File: config.mk
export PLATFORM = sky130hd
export DESIGN_NAME = elevator_button_conditioner_flat
export DESIGN_NICKNAME = d
export VERILOG_FILES = /design/src/rtl/elevator_button_conditioner_pkg.sv /design/src/rtl/elevator_button_conditioner_if.sv /design/src/rtl/elevator_button_conditioner_debounce_cell.sv /design/src/rtl/elevator_button_conditioner.sv /design/src/flat_wrapper.sv
export SDC_FILE = /design/constraint.sdc
export NUM_CORES = 1
export LEC_CHECK = 0
export CAP_MARGIN = 20
export CELL_PAD_IN_SITES_DETAIL_PLACEMENT = 1
export CELL_PAD_IN_SITES_GLOBAL_PLACEMENT = 2
export CORE_ASPECT_RATIO = 0.7
export CORE_MARGIN = 1
export CORE_UTILIZATION = 32
export DETAILED_ROUTE_END_ITERATION = 16
export PLACE_DENSITY = 0.87
export SLEW_MARGIN = 20
export SYNTH_ARGS = -nofsm -noshare
export SYNTH_HDL_FRONTEND = slang
export SYNTH_SLANG_ARGS = --single-unit
File: constraint.sdc
create_clock -name clk -period 1.55 [get_ports clk]
set_clock_uncertainty 0.2 [all_clocks]
set_input_delay 0.3875 -clock clk [delete_from_list [all_inputs] [get_ports clk]]
set_output_delay 0.3875 -clock clk [all_outputs]
set_load 0.05 [all_outputs]
File: src/rtl/elevator_button_conditioner_pkg.sv
// Shared elevator definitions: button bit positions and the default channel count.
package elevator_pkg;

    localparam int BTN_FL1_UP = 0;
    localparam int BTN_FL2_UP = 1;
    localparam int BTN_FL2_DN = 2;
    localparam int BTN_FL3_DN = 3;
    localparam int BTN_CAB1   = 4;
    localparam int BTN_CAB2   = 5;
    localparam int BTN_CAB3   = 6;

    localparam int N_BUTTONS_DEFAULT = 7;

endpackage

File: src/rtl/elevator_button_conditioner_if.sv
// Button bundle between the raw panel inputs and the conditioned outputs.
interface elevator_button_conditioner_if
    import elevator_pkg::*;
#(
    parameter int N = N_BUTTONS_DEFAULT
);
    logic [N-1:0] btn_raw;
    logic [N-1:0] btn_mask;
    logic [N-1:0] btn_level;
    logic [N-1:0] btn_press;
    logic [N-1:0] btn_stuck;

    modport master (output btn_raw, output btn_mask,
                    input  btn_level, input btn_press, input btn_stuck);
    modport slave  (input  btn_raw, input btn_mask,
                    output btn_level, output btn_press, output btn_stuck);
endinterface

File: src/rtl/elevator_button_conditioner_debounce_cell.sv
// One button channel: synchronizer, debounce counter, press pulse.
// Held-button stuck detection is built only when ELEVATOR_STUCK_DETECT_EN is defined.
module button_debounce_cell #(
    parameter int SYNC_STAGES     = 2,
    parameter int DEBOUNCE_CYCLES = 4,
    parameter int STUCK_CYCLES    = 1024
) (
    input  logic clk,
    input  logic rst,
    input  logic raw,
    input  logic press_en,
    output logic level,
    output logic press,
    output logic stuck
);
    localparam int CNT_W = $clog2(DEBOUNCE_CYCLES + 1);
    localparam logic [CNT_W-1:0] CNT_LAST = CNT_W'(DEBOUNCE_CYCLES - 1);

    logic [SYNC_STAGES-1:0] sync_q, sync_d;
    logic [CNT_W-1:0]       cnt_q, cnt_d;
    logic                   level_q, level_d;
    logic                   press_q, press_d;
    logic                   sync;
    logic                   stuck_flag;

    assign sync = sync_q[SYNC_STAGES-1];

    always_comb begin
        sync_d  = {sync_q[SYNC_STAGES-2:0], raw};
        cnt_d   = '0;
        level_d = level_q;
        press_d = 1'b0;
        if (sync != level_q) begin
            if (cnt_q == CNT_LAST) begin
                level_d = sync;
                press_d = sync & press_en & ~stuck_flag;
            end else begin
                cnt_d = cnt_q + 1'b1;
            end
        end
    end

    always_ff @(posedge clk) begin
        if (rst) begin
            sync_q  <= '0;
            cnt_q   <= '0;
            level_q <= 1'b0;
            press_q <= 1'b0;
        end else begin
            sync_q  <= sync_d;
            cnt_q   <= cnt_d;
            level_q <= level_d;
            press_q <= press_d;
        end
    end

`ifdef ELEVATOR_STUCK_DETECT_EN
    localparam int HELD_W = $clog2(STUCK_CYCLES + 1);
    localparam logic [HELD_W-1:0] HELD_MAX = HELD_W'(STUCK_CYCLES);

    logic [HELD_W-1:0] held_q, held_d;
    logic              stuck_q, stuck_d;

    // counter saturates so the flag stays up for as long as the level does
    always_comb begin
        held_d  = '0;
        if (level_q) begin
            held_d = (held_q == HELD_MAX) ? held_q : held_q + 1'b1;
        end
        stuck_d = level_q && (held_d == HELD_MAX);
    end

    always_ff @(posedge clk) begin
        if (rst) begin
            held_q  <= '0;
            stuck_q <= 1'b0;
        end else begin
            held_q  <= held_d;
            stuck_q <= stuck_d;
        end
    end

    assign stuck_flag = stuck_q;
`else
    assign stuck_flag = 1'b0;
`endif

    assign level = level_q;
    assign press = press_q;
    assign stuck = stuck_flag;
endmodule

File: src/rtl/elevator_button_conditioner.sv
// Conditions the raw elevator call/cab buttons into debounced levels and press pulses.
// Optional stuck-button detection: define ELEVATOR_STUCK_DETECT_EN.
module elevator_button_conditioner
    import elevator_pkg::*;
#(
    parameter int N_BUTTONS       = N_BUTTONS_DEFAULT,
    parameter int SYNC_STAGES     = 2,
    parameter int DEBOUNCE_CYCLES = 4,
    parameter int STUCK_CYCLES    = 1024
) (
    input  logic clk,
    input  logic rst,
    elevator_button_conditioner_if.slave bif
);
    logic [N_BUTTONS-1:0] press_en;
    logic [N_BUTTONS-1:0] level_w;
    logic [N_BUTTONS-1:0] press_w;
    logic [N_BUTTONS-1:0] stuck_w;

    // mask is sampled on the accepting edge, so a masked press is lost rather than deferred
    assign press_en = ~bif.btn_mask;

    for (genvar i = 0; i < N_BUTTONS; i++) begin : g_cell
        button_debounce_cell #(
            .SYNC_STAGES     (SYNC_STAGES),
            .DEBOUNCE_CYCLES (DEBOUNCE_CYCLES),
            .STUCK_CYCLES    (STUCK_CYCLES)
        ) u_cell (
            .clk      (clk),
            .rst      (rst),
            .raw      (bif.btn_raw[i]),
            .press_en (press_en[i]),
            .level    (level_w[i]),
            .press    (press_w[i]),
            .stuck    (stuck_w[i])
        );
    end

    assign bif.btn_level = level_w;
    assign bif.btn_press = press_w;
    assign bif.btn_stuck = stuck_w;
endmodule

File: src/flat_wrapper.sv
// flat-port wrapper written by rule: the top's interface ports become plain ports
module elevator_button_conditioner_flat import elevator_pkg::*;
#(
    parameter int N_BUTTONS       = N_BUTTONS_DEFAULT,
    parameter int SYNC_STAGES     = 2,
    parameter int DEBOUNCE_CYCLES = 4,
    parameter int STUCK_CYCLES    = 1024
)
  (clk, rst, bif_btn_raw, bif_btn_mask, bif_btn_level, bif_btn_press, bif_btn_stuck);
  elevator_button_conditioner_if #(.N((N_BUTTONS_DEFAULT))) bif_i ();
  input  logic clk;
  input  logic rst;
  input wire logic [$bits(bif_i.btn_raw)-1:0] bif_btn_raw;
  input wire logic [$bits(bif_i.btn_mask)-1:0] bif_btn_mask;
  output wire logic [$bits(bif_i.btn_level)-1:0] bif_btn_level;
  output wire logic [$bits(bif_i.btn_press)-1:0] bif_btn_press;
  output wire logic [$bits(bif_i.btn_stuck)-1:0] bif_btn_stuck;
  assign bif_i.btn_raw = bif_btn_raw;
  assign bif_i.btn_mask = bif_btn_mask;
  assign bif_btn_level = bif_i.btn_level;
  assign bif_btn_press = bif_i.btn_press;
  assign bif_btn_stuck = bif_i.btn_stuck;
  elevator_button_conditioner #(.N_BUTTONS(N_BUTTONS), .SYNC_STAGES(SYNC_STAGES), .DEBOUNCE_CYCLES(DEBOUNCE_CYCLES), .STUCK_CYCLES(STUCK_CYCLES)) u_core (.clk(clk), .rst(rst), .bif(bif_i));
endmodule
; Yosys cells after proc, flatten, opt, wreduce, memory -nomap -nowiden
; Index checks and enable logic that the tools add are counted.
[totals]
in_bits = 16
output_inout_bits = 21
wordCells = 92
register_bits = 49
[op_classes]
n_eq_ne = 14
bitwise = 22
n_addsub = 7
reduce_logical = 21
[ops]
columns = op, count
row1 = $reduce_or A3 Y1, 14
row2 = $add A3 B1 Y3 const B, 7
row3 = $eq A3 B2 Y1 const B, 7
row4 = $not A1 Y1, 14
row5 = $reduce_and A2 Y1, 7
row6 = $and A1 B1 Y1, 7
row7 = $ne A1 B1 Y1, 7
row8 = $not A7 Y7, 1

; Longest topological paths before layout
[depth]
word_depth = 3
ltp_mapped = 4
mapped_depth_nobuf = 4

; Modules after synthesis
; Synthesis repeated with hierarchy kept, for this count alone.
[unflattened]
cells_unflattened = 161
area_unflattened_um2 = 1813.0
[by_module_without_submodules]
columns = module, area_per_inst_um2, seq_area_each_um2, instances, cells_each
row1 = button_debounce_cell, 255.2, 140.1, 7, 22
row2 = elevator_button_conditioner, 26.3, 0.0, 1, 7

; Worst setup path after synthesis
; No wires, ideal clock.
[synth_path]
path_kind = flip-flop to flip-flop
from = register u_core.g_cell[5].u_cell.cnt_q[0]
to = register u_core.g_cell[5].u_cell.cnt_q[2]
arrival_time_ps = 1002
setup_slack_ps = 260
stages_incl_launch_ff = 4
path_buffers = 0
required_ps = 1262
cell_sequence = dfxtp_1 -> ha_1 -> ha_1 -> nor4_2
[synth_via]
elab_chain_len = 2
[synth_rtl]
columns = item, line_no
row1 = start: declaration, elevator_button_conditioner_debounce_cell.sv:20  ; logic [CNT_W-1:0] cnt_q, cnt_d;
row2 = start signal: assignment, elevator_button_conditioner_debounce_cell.sv:51  ; cnt_q <= cnt_d;
row3 = branches (longest 2 deep; another with $add A3 B1 Y3), n/a
; Parallel ways; which one is timed is not known.
; A chain may end at the register's enable or synchronous reset.

; Worst setup path in the final report
[layout_path]
from = register u_core.g_cell[1].u_cell.level_q
to = output bif_btn_level[1]
[layout_rtl]
columns = item, line_no
row1 = start: declaration, elevator_button_conditioner_debounce_cell.sv:21  ; logic level_q, level_d;
row2 = start signal: assignment, elevator_button_conditioner_debounce_cell.sv:52  ; level_q <= level_d;
row3 = end: declaration, flat_wrapper.sv:15  ; output wire logic [$bits(bif_i.btn_level)-1:0] bif_btn_level;
; No word-level cell between the ends.

==> impl_metrics.json <==
{
  "clock-sinks": 49,
  "dr_total_vias": 1128,
  "cts_made_buffers": 5,
  "synthTopCellsByArea": "dfxtp_1 53%, ha_1 9.5%, buf_4 8.6%",
  "place.gp.congestion": 0.650,
  "clk_latency_ns": 0.29,
  "globalRouteOverflowTotal": 0,
  "hold_violations": 0,
  "reg2reg_depth": 3,
  "critPathMaxStageDelay_ns": 0.45,
  "fmax_ghz": 0.665,
  "status": "complete, no violations",
  "start_util_pct": 34.1,
  "drc": 0,
  "grt_pass1_wl_um": 5230,
  "timing.rr.start": "u_core.g_cell[2].u_cell.cnt_q[0]",
  "core_area_um2": 5400,
  "timing.setup.tns_ns": 0,
  "viasPerCell": 4.39,
  "required_ns": 0.96,
  "hold_path_class": "flop to flop",
  "wl_per_cell_um": 11.4,
  "holdWs_ns": 0.231,
  "clkSlewWorstSetupHoldPaths_ns": 0.08,
  "n_fill_cell": 615,
  "ys_types": 16,
  "worstPathMaxFanout": 4,
  "synthesis.area_um2": 1840,
  "critical_path.cell_chain": "buf_12",
  "dr.pass1.iters": 4,
  "p_leak_nw": 0.840,
  "yosysSeqAreaShare_pct": 53.3,
  "place_area_um2": 2200,
  "io_pins": 37,
  "layout_common_cells": "46 x dfxtp_1, 20 x nor4_1, 15 x buf_12",
  "whs_endpoint": "u_core.g_cell[5].u_cell.cnt_q[0]",
  "cpMaxStageDelayCell": "dfxtp_1",
  "min-delay-start": "u_core.g_cell[5].u_cell.cnt_q[0]",
  "synth_seq_cells": 49,
  "antennaDiodeCount": 0,
  "hold_buffers": 0,
  "syn_inst": 167,
  "r2r-end": "u_core.g_cell[2].u_cell.cnt_q[1]",
  "root_buffer": "clkbuf_8",
  "cts_tree": "done",
  "criticalPathCategory": "flop to output pin",
  "track_usage_pct": 11.5,
  "worstPathArrival_ns": 0.92,
  "place_hpwl_um": 2110,
  "ant_nets": 0,
  "ff2ff_setup_slack_ns": 0.15,
  "dp_cells": 249,
  "utilization_pct": 42.4,
  "drtIter0Drc": 22,
  "peakVddDrop_mv": 0.292,
  "p_per_area_nw_per_um2": 924,
  "drive_above_1_share_pct": 14.1,
  "multi_input_area_um2": 661,
  "rows": 22,
  "synthToLayoutAreaGrowth_pct": 24.3,
  "yosys_warnings": 0,
  "cp-end-kind": "output pin",
  "portBuffers": 29,
  "yosysTopAreaCellShare_pct": 53.3,
  "nNetsFinal": 214,
  "cp-start-kind": "flop",
  "stdcell_area_um2": 2290,
  "syn_avg_cell_area_um2": 11.0,
  "die_h_um": 65.5,
  "die-area_um2": 6060,
  "rsz0062_at_grt": "false",
  "grt_max_degree": 50,
  "preCtsSetupSlack_ns": 0.135,
  "regArea_um2": 985,
  "finalWirelength_um": 2930,
  "max_cap_viol_count": 0,
  "drv_slew": 0,
  "grt_pass1_vias": 1230,
  "layoutNonFillerInstCount": 257,
  "holdPathStages": 1,
  "fp.dieW_um": 92.6,
  "critPathBufInv": 1,
  "cpLargestDelayFamily": "flip-flops",
  "period_share_pct": 97.0,
  "yosysTopAreaCell": "dfxtp_1",
  "clockBufferDepth": 2,
  "htree_levels": 2,
  "fin_crit_ns": 1.50,
  "setup_viol": 0,
  "power_mw": 2.11,
  "setup_ws_ns": 0.0471,
  "antenna_found_initial": 0,
  "layout_commonest_cell": "dfxtp_1"
}
## cells in the mapped netlist, drive strengths merged
cell type  instances
xnor2              7
nand2b             7
buf               26
nor4b              7
conb               1
inv                7
dfxtp             49
a21oi              7
ha                14
nor2b             14
nor4              21
nand2              7
## flip-flops by register name (all words and copies together) (netlist names)
register                     count
u_core.g_cell.u_cell.cnt_q      21
u_core.g_cell.u_cell.level       7
u_core.g_cell.u_cell.press       7
u_core.g_cell.u_cell.sync_q     14
## report_power, final
part	internal, mW	switching (mW)	leakage, nW
Sequential	1.28	0.00933	0.400
Clock	0.321	0.375	0.0395
Combinational	0.0545	0.0735	0.401
## timing repair
action | 4_1_cts | 5_1_grt
setup buffers | 0 | 0
resized for setup | 0 | 3
endpoints found under the setup margin | 0 | 3
## per-layer routing
| metal | vias up | track usage (%) | share of wire (%) |
|---|---|---|---|
| li1 | 574 | - | - |
| met1 | 521 | 12.0 | 45 |
| met2 | 26 | 20.3 | 48 |
| met3 | 7 | 3.94 | 4.9 |
| met4 | 0 | 6.92 | 2.5 |
| met5 | - | 0 | 0 |
## cell families after synthesis
group | count (synthesis) | synth area share [%]
other | 1 | 0.204
xor gates and xnor gates | 7 | 3.33
DFF | 49 | 53.3
and+or+nand+nor | 56 | 19.7
buffers and inverters | 33 | 12.0
adders and majority gates | 14 | 9.52
AOI/OAI and AO/OA | 7 | 1.90
## cell type report
class / instances / area share (%)
timing repair buffer: 30 / 19.5
inverter: 7 / 1.15
clock buffer: 8 / 3.50
sequential: 49 / 43.1
multi-input combinational: 91 / 28.9
tap: 72 / 3.94
## worst reg2reg max path, cell delays in order, from the launching register on
cell,delay [ns]
dfxtp_1,0.32
ha_1,0.20
ha_1,0.26
nor4b_1,0.32
## worst max-delay path by stage
stage                                     start                               end  slack, ns  cells past startpoint
2_1_floorplan  u_core.g_cell[5].u_cell.cnt_q[0]  u_core.g_cell[5].u_cell.cnt_q[2]       0.26                      3
5_1_grt           u_core.g_cell[1].u_cell.level                  bif_btn_level[1]      0.001                      1
3_3_place_gp                    bif_btn_mask[2]     u_core.g_cell[2].u_cell.press       0.21                      2
4_1_cts           u_core.g_cell[0].u_cell.level                  bif_btn_level[0]       0.02                      1
3_5_place_dp   u_core.g_cell[2].u_cell.cnt_q[0]  u_core.g_cell[2].u_cell.cnt_q[1]       0.13                      3
6_report          u_core.g_cell[1].u_cell.level                  bif_btn_level[1]       0.05                      1
Note: power is estimated with default switching activity, not from simulation.
